<file path="config.mk">
export PLATFORM = sky130hd
export DESIGN_NAME = pll_lock_qualifier
export DESIGN_NICKNAME = d
export VERILOG_FILES = /design/src/rtl/pll_pkg.sv /design/src/rtl/sync_2ff.sv /design/src/rtl/pll_lock_qualifier.sv
export SDC_FILE = /design/constraint.sdc
export NUM_CORES = 1
export LEC_CHECK = 0
export ABC_AREA = 1
export CAP_MARGIN = 25
export CORE_MARGIN = 2
export CORE_UTILIZATION = 53
export CTS_BUF_LIST = sky130_fd_sc_hd__clkbuf_8
export DETAILED_ROUTE_END_ITERATION = 8
export GPL_ROUTABILITY_DRIVEN = 0
export PLACE_DENSITY = 0.77
export SYNTH_ARGS = -nofsm -noshare
export SYNTH_HDL_FRONTEND = slang
export SYNTH_HIERARCHICAL = 1
export SYNTH_SLANG_ARGS = --single-unit
</file>
<file path="constraint.sdc">
create_clock -name pllclk -period 1.3 [get_ports pllclk]
set_input_delay 0.325 -clock pllclk [delete_from_list [all_inputs] [get_ports pllclk]]
set_output_delay 0.325 -clock pllclk [all_outputs]
set_load 0.02 [all_outputs]
</file>
<file path="src/rtl/pll_pkg.sv">
// Shared definitions for the PLL lock qualifier: FSM encoding, counter width
// and default qualification/holdoff lengths.
package pll_pkg;

  localparam int STATE_W                = 2;
  localparam int CNT_W                  = 8;
  localparam int LOCK_STABLE_CYCLES_DEF = 16;
  localparam int HOLDOFF_CYCLES_DEF     = 8;

  typedef enum logic [STATE_W-1:0] {
    ST_UNLOCKED = 2'd0,
    ST_QUALIFY  = 2'd1,
    ST_LOCKED   = 2'd2,
    ST_HOLDOFF  = 2'd3
  } pll_state_e;

endpackage

</file>
<file path="src/rtl/sync_2ff.sv">
// 1-bit two-stage synchronizer, async active-high reset to 0.
module sync_2ff (
  input  logic clk,
  input  logic rst,
  input  logic d_i,
  output logic q_o
);

  logic [1:0] sync_q;

  always_ff @(posedge clk or posedge rst) begin
    if (rst) sync_q <= 2'b00;
    else     sync_q <= {sync_q[0], d_i};
  end

  assign q_o = sync_q[1];

endmodule

</file>
<file path="src/rtl/pll_lock_qualifier.sv">
// Qualifies raw PLL lock and the external clken pin into a glitch-free,
// registered clock enable for the pllclk-domain counter.
module pll_lock_qualifier
  import pll_pkg::*;
#(
  parameter int LOCK_STABLE_CYCLES = LOCK_STABLE_CYCLES_DEF,
  parameter int HOLDOFF_CYCLES     = HOLDOFF_CYCLES_DEF,
  parameter int LOSS_CNT_W         = 4
) (
  input  logic                  pllclk,
  input  logic                  rst,
  input  logic                  lock_raw,
  input  logic                  clken_in,
  output logic                  scken,
  output logic                  locked,
  output logic [STATE_W-1:0]    state,
  output logic                  loss_pulse,
  output logic [LOSS_CNT_W-1:0] loss_count
);

  localparam logic [CNT_W-1:0] QMAX = CNT_W'(LOCK_STABLE_CYCLES - 1);
  localparam logic [CNT_W-1:0] HMAX = CNT_W'(HOLDOFF_CYCLES - 1);

  logic lock_s, clken_s;

  sync_2ff u_sync_lock (
    .clk (pllclk),
    .rst (rst),
    .d_i (lock_raw),
    .q_o (lock_s)
  );

  sync_2ff u_sync_clken (
    .clk (pllclk),
    .rst (rst),
    .d_i (clken_in),
    .q_o (clken_s)
  );

  pll_state_e            state_q, state_d;
  logic [CNT_W-1:0]      qcnt_q, qcnt_d;
  logic [CNT_W-1:0]      hcnt_q, hcnt_d;
  logic                  scken_q, scken_d;
  logic                  loss_pulse_q, loss_pulse_d;
  logic [LOSS_CNT_W-1:0] loss_cnt_q, loss_cnt_d;

  always_ff @(posedge pllclk or posedge rst) begin
    if (rst) begin
      state_q      <= ST_UNLOCKED;
      qcnt_q       <= '0;
      hcnt_q       <= '0;
      scken_q      <= 1'b0;
      loss_pulse_q <= 1'b0;
      loss_cnt_q   <= '0;
    end else begin
      state_q      <= state_d;
      qcnt_q       <= qcnt_d;
      hcnt_q       <= hcnt_d;
      scken_q      <= scken_d;
      loss_pulse_q <= loss_pulse_d;
      loss_cnt_q   <= loss_cnt_d;
    end
  end

  always_comb begin
    state_d      = state_q;
    qcnt_d       = qcnt_q;
    hcnt_d       = hcnt_q;
    loss_pulse_d = 1'b0;
    loss_cnt_d   = loss_cnt_q;
    // Enable uses the current state, so it drops on the LOCKED->HOLDOFF edge.
    scken_d      = (state_q == ST_LOCKED) & lock_s & clken_s;
    unique case (state_q)
      ST_UNLOCKED: begin
        if (lock_s) begin
          state_d = ST_QUALIFY;
          qcnt_d  = '0;
        end
      end
      ST_QUALIFY: begin
        // A dropout wins over completion and discards all progress.
        if (!lock_s)              state_d = ST_UNLOCKED;
        else if (qcnt_q == QMAX)  state_d = ST_LOCKED;
        else                      qcnt_d  = qcnt_q + 1'b1;
      end
      ST_LOCKED: begin
        if (!lock_s) begin
          state_d      = ST_HOLDOFF;
          hcnt_d       = '0;
          loss_pulse_d = 1'b1;
          if (loss_cnt_q != '1) loss_cnt_d = loss_cnt_q + LOSS_CNT_W'(1);
        end
      end
      ST_HOLDOFF: begin
        if (hcnt_q == HMAX) state_d = ST_UNLOCKED;
        else                hcnt_d  = hcnt_q + 1'b1;
      end
      default: state_d = ST_UNLOCKED;
    endcase
  end

  assign scken      = scken_q;
  assign locked     = (state_q == ST_LOCKED);
  assign state      = state_q;
  assign loss_pulse = loss_pulse_q;
  assign loss_count = loss_cnt_q;

  a_qcnt_bound : assert property (@(posedge pllclk) disable iff (rst) qcnt_q <= QMAX);
  a_hcnt_bound : assert property (@(posedge pllclk) disable iff (rst) hcnt_q <= HMAX);
  a_pulse_hold : assert property (@(posedge pllclk) disable iff (rst)
                                  loss_pulse_q |-> state_q == ST_HOLDOFF);

endmodule

</file>
==> key figures <==
Placement
  – Half-perimeter wire length of the detailed placement result: 2490 um
  – PortBufs: 12

Status
  – Violated checks: negative setup slack
  – Outcome: complete, but fails checks

Setup path
  – Worst path slowest cell: dfrtp_1
  – Cell breakdown of the critical path: buf_4 > nand2_1 > inv_2 > o21ai_4 > nand3_1 > o21ai_0
  – Category of the most critical setup path: reg -> reg
  – Number of buffers and inverters on the critical path: 2
  – Crit path max-delay family: flip-flops
  – Capturing element type of the critical path: flop
  – Worst Setup Start Kind: flop
  – Largest stage delay on the critical path: 0.42 ns
  – Critical path peak fanout: 5
  – Critical path required time: 1.46 ns
  – Arrival time at the worst endpoint: roughly 1.5 ns

Timing
  – Worst-case setup margin in the final layout: -0.0583 ns
  – Worst setup skew after layout: 0.00395 ns
  – Hold Violations, Final: 0
  – Final worst path period share: 104%
  – Transition time at the pin with the least slew margin: approximately 0.33 ns
  – Final setup violation count: 8
  – Highest clock rate: 736 MHz
  – Number of max-slew violations in the final report: 0
  – Hold Worst Slack: 0.241 ns
  – Time the worst path needs with I/O delays and setup: around 1.4 ns
  – Setup repair after global routing missed its margin: yes
  – Slew HR: 77.9%

Global routing
  – Initial antenna violation count: 0
  – Wire length of the first global-routing pass: between 5000 and 6000 um
  – Global-route usage over all layers: about a quarter
  – Aggregate global routing overflow: 0
  – Vias in the first global route: 1474
  – Pin count of the biggest net entering global routing: 25

Die
  – Starting density of the core: between 50% and 60%
  – I/O pins: 13
  – Area of the core region: between 0.002 and 0.003 mm^2
  – Row count: 19
  – Chip Width: 57.2 um
  – Overall die area: approximately 0.0033 mm^2
  – Die boundary height: between 50 and 60 um

Power and ir drop
  – Design Power: about 1.9 mW
  – Leak Pwr: 1.07 nW
  – Power density cells: 911 mW/mm^2
  – Worst IR drop on VDD: between 900 and 1000 uV

Synth
  – Async S/R FF share, synth: 100%
  – Gate count of the mapped netlist: between 150 and 200
  – EDFF count, synth: 0
  – Synthesized Nets: just under 200
  – Area fraction of the dominant cell type after synthesis: 46.7%
  – Part of the Yosys area used for sequential elements: a little under half
  – Post-Synthesis Cell Area: between 0.001 and 0.0015 mm^2
  – Largest area contributor in the netlist: dfrtp_1
  – Post-Synthesis Mean Instance Area: 7.85 um^2
  – Top_reg_cell synth: dfrtp_1
  – Flop and latch count out of synthesis: 28
  – Cell types occupying the most area after synthesis: dfrtp_1 (47%), nand2_1 (13%), nand3_1 (7.3%)
  – Leading cell type by number of instances after synthesis: nand2_1
  – Yosys cell types: 24
  – Commonest cells post-synth: nand2_1 (50), dfrtp_1 (28), inv_1 (27)
  – Number of warnings reported in the yosys synthesis log: 6

Routing
  – Number of vias after detailed routing: approximately 1500
  – Met3 wire length: 154 um
  – DRT met1 WL: 1620 um
  – Met2 layer wire length in the routed design: 2220 um
  – Highest metal layer used by the detailed router: met4
  – ANT nets after route: 0
  – First-pass iteration count of the detailed router: 4
  – Wire length after detailed routing: between 4000 and 5000 um
  – Number of design rule violations left after detail routing: 0
  – Routed wire per std cell: ~15 um
  – Vias per inst: approximately 5.5
  – Initial DRC count: between 100 and 150

Clock network
  – Clock tree from TritonCTS: done
  – Number of clock sinks seen by CTS: 28
  – Number of H-tree levels: 1
  – Max Root-Sink Buffers: 2
  – Clock-pin slew on the worst setup and hold paths: 0.09 ns
  – Num CTS Buffers: 3
  – Clock latency on the worst-skew pair: between 0.2 and 0.3 ns
  – Clock tree root buffer cell: clkbuf_8

Flow run
  – MaxCap Viol Count: 0

Layout
  – Synthesis-to-layout area growth: 41.5%
  – Total number of nets in the final design: ~250
  – Fraction of final layout cells sized beyond drive strength 1: approximately two fifths
  – Number of diodes: 0
  – Utilization after layout: about four fifths

Hold path
  – Class of the tightest hold or removal check: in -> async
cells in the final DEF (no fill, tap or decap), drive strengths merged, types with 2 or more instances in the layout:
| cell | n |
|---|---|
| a21oi | 2 |
| buf | 36 |
| clkbuf | 7 |
| clkdlybuf4s50 | 3 |
| dfrtp | 28 |
| ha | 3 |
| inv | 30 |
| nand2 | 56 |
| nand3 | 24 |
| nand4 | 2 |
| nor2 | 24 |
| nor3 | 2 |
| o21ai | 16 |
| xor2 | 2 |
report_power, final:
part / leakage (nW) / internal (mW) / switching [mW]
Clock: 0.0357 / 0.413 / 0.278
Sequential: 0.375 / 0.904 / 0.0444
Combinational: 0.659 / 0.146 / 0.147
Total: 1.07 / 1.46 / 0.470
worst reg2reg max path, cell delays in order (launching register included):
cell,delay [ns]
dfrtp_1,0.42
buf_4,0.16
nand2_1,0.18
inv_2,0.10
o21ai_4,0.11
nand3_1,0.12
o21ai_0,0.15
flip-flops by register name (all words and copies together) (netlist names), named ones only:
register,flops
hcnt_q,8
loss_count,4
loss_pulse,1
qcnt_q,8
scken,1
state,1
u_sync_clken/sync_q,2
u_sync_lock/sync_q,2
routing by layer:
| metal | GRT usage, % | up-vias |
|---|---|---|
| li1 | - | 704 |
| met1 | 26.0 | 719 |
| met2 | 42.2 | 49 |
| met3 | 5.22 | 22 |
| met4 | 11.0 | 0 |
| met5 | 0 | - |
per-stage QoR:
step,area [um^2],std cells,setup TNS [ns],worst slack (ns)
floorplan,1500,191,0,0.00843
global placement,1850,258,-0.225,-0.151
detailed placement,1850,258,-0.442,-0.177
CTS,1950,264,-0.0289,-0.0289
global route,2120,271,-1.59,-0.157
finish,2120,271,-0.148,-0.0583
layout make-up:
cell class,instances,area [um^2]
Clock buffer,3,41.3
Clock inverter,1,30.0
Fill cell,182,589
Inverter,30,115
Multi-Input combinational cell,134,830
Sequential cell,28,702
Tap cell,31,38.8
Timing Repair Buffer,44,364
worst paths after layout:
kind,end,from,cells after the start,slack (ns)
worst max-delay path,flop,flop,6,-0.06
worst min-delay path,u_sync_clken/sync_q[1]$_DFF_PP0_,rst,2,0.24
worst max register to register,flop,flop,6,-0.06
worst min register to register,u_sync_lock/sync_q[1]$_DFF_PP0_,u_sync_lock/sync_q[0]$_DFF_PP0_,0,0.37
max in group asynchronous,hcnt_q[2]$_DFFE_PP0P_,rst,3,0.72
min in group pllclk,u_sync_lock/sync_q[1]$_DFF_PP0_,u_sync_lock/sync_q[0]$_DFF_PP0_,0,0.37
logic make-up (layout without fill, tap and decap cells):
group	after synthesis	count (layout)	synth area share, %
AO/OA/AOI/OAI	17	18	6.93
XOR/XNOR	3	3	1.75
adder cells (fa/ha/maj)	3	3	2.50
buffers and inverters	31	78	8.26
flip-flops	28	28	46.7
AND/OR/NAND/NOR	109	110	33.8
repair_timing:
action | in CTS | in global routing
setup endpoints to repair | 23 | 30
hold buffers | 0 | 0
buffers inserted | 1 | 6
pin swaps | 1 | 22
gates cloned | 1 | 1
gates resized for setup | 31 | 55
Power figures use the tool's default switching activity.
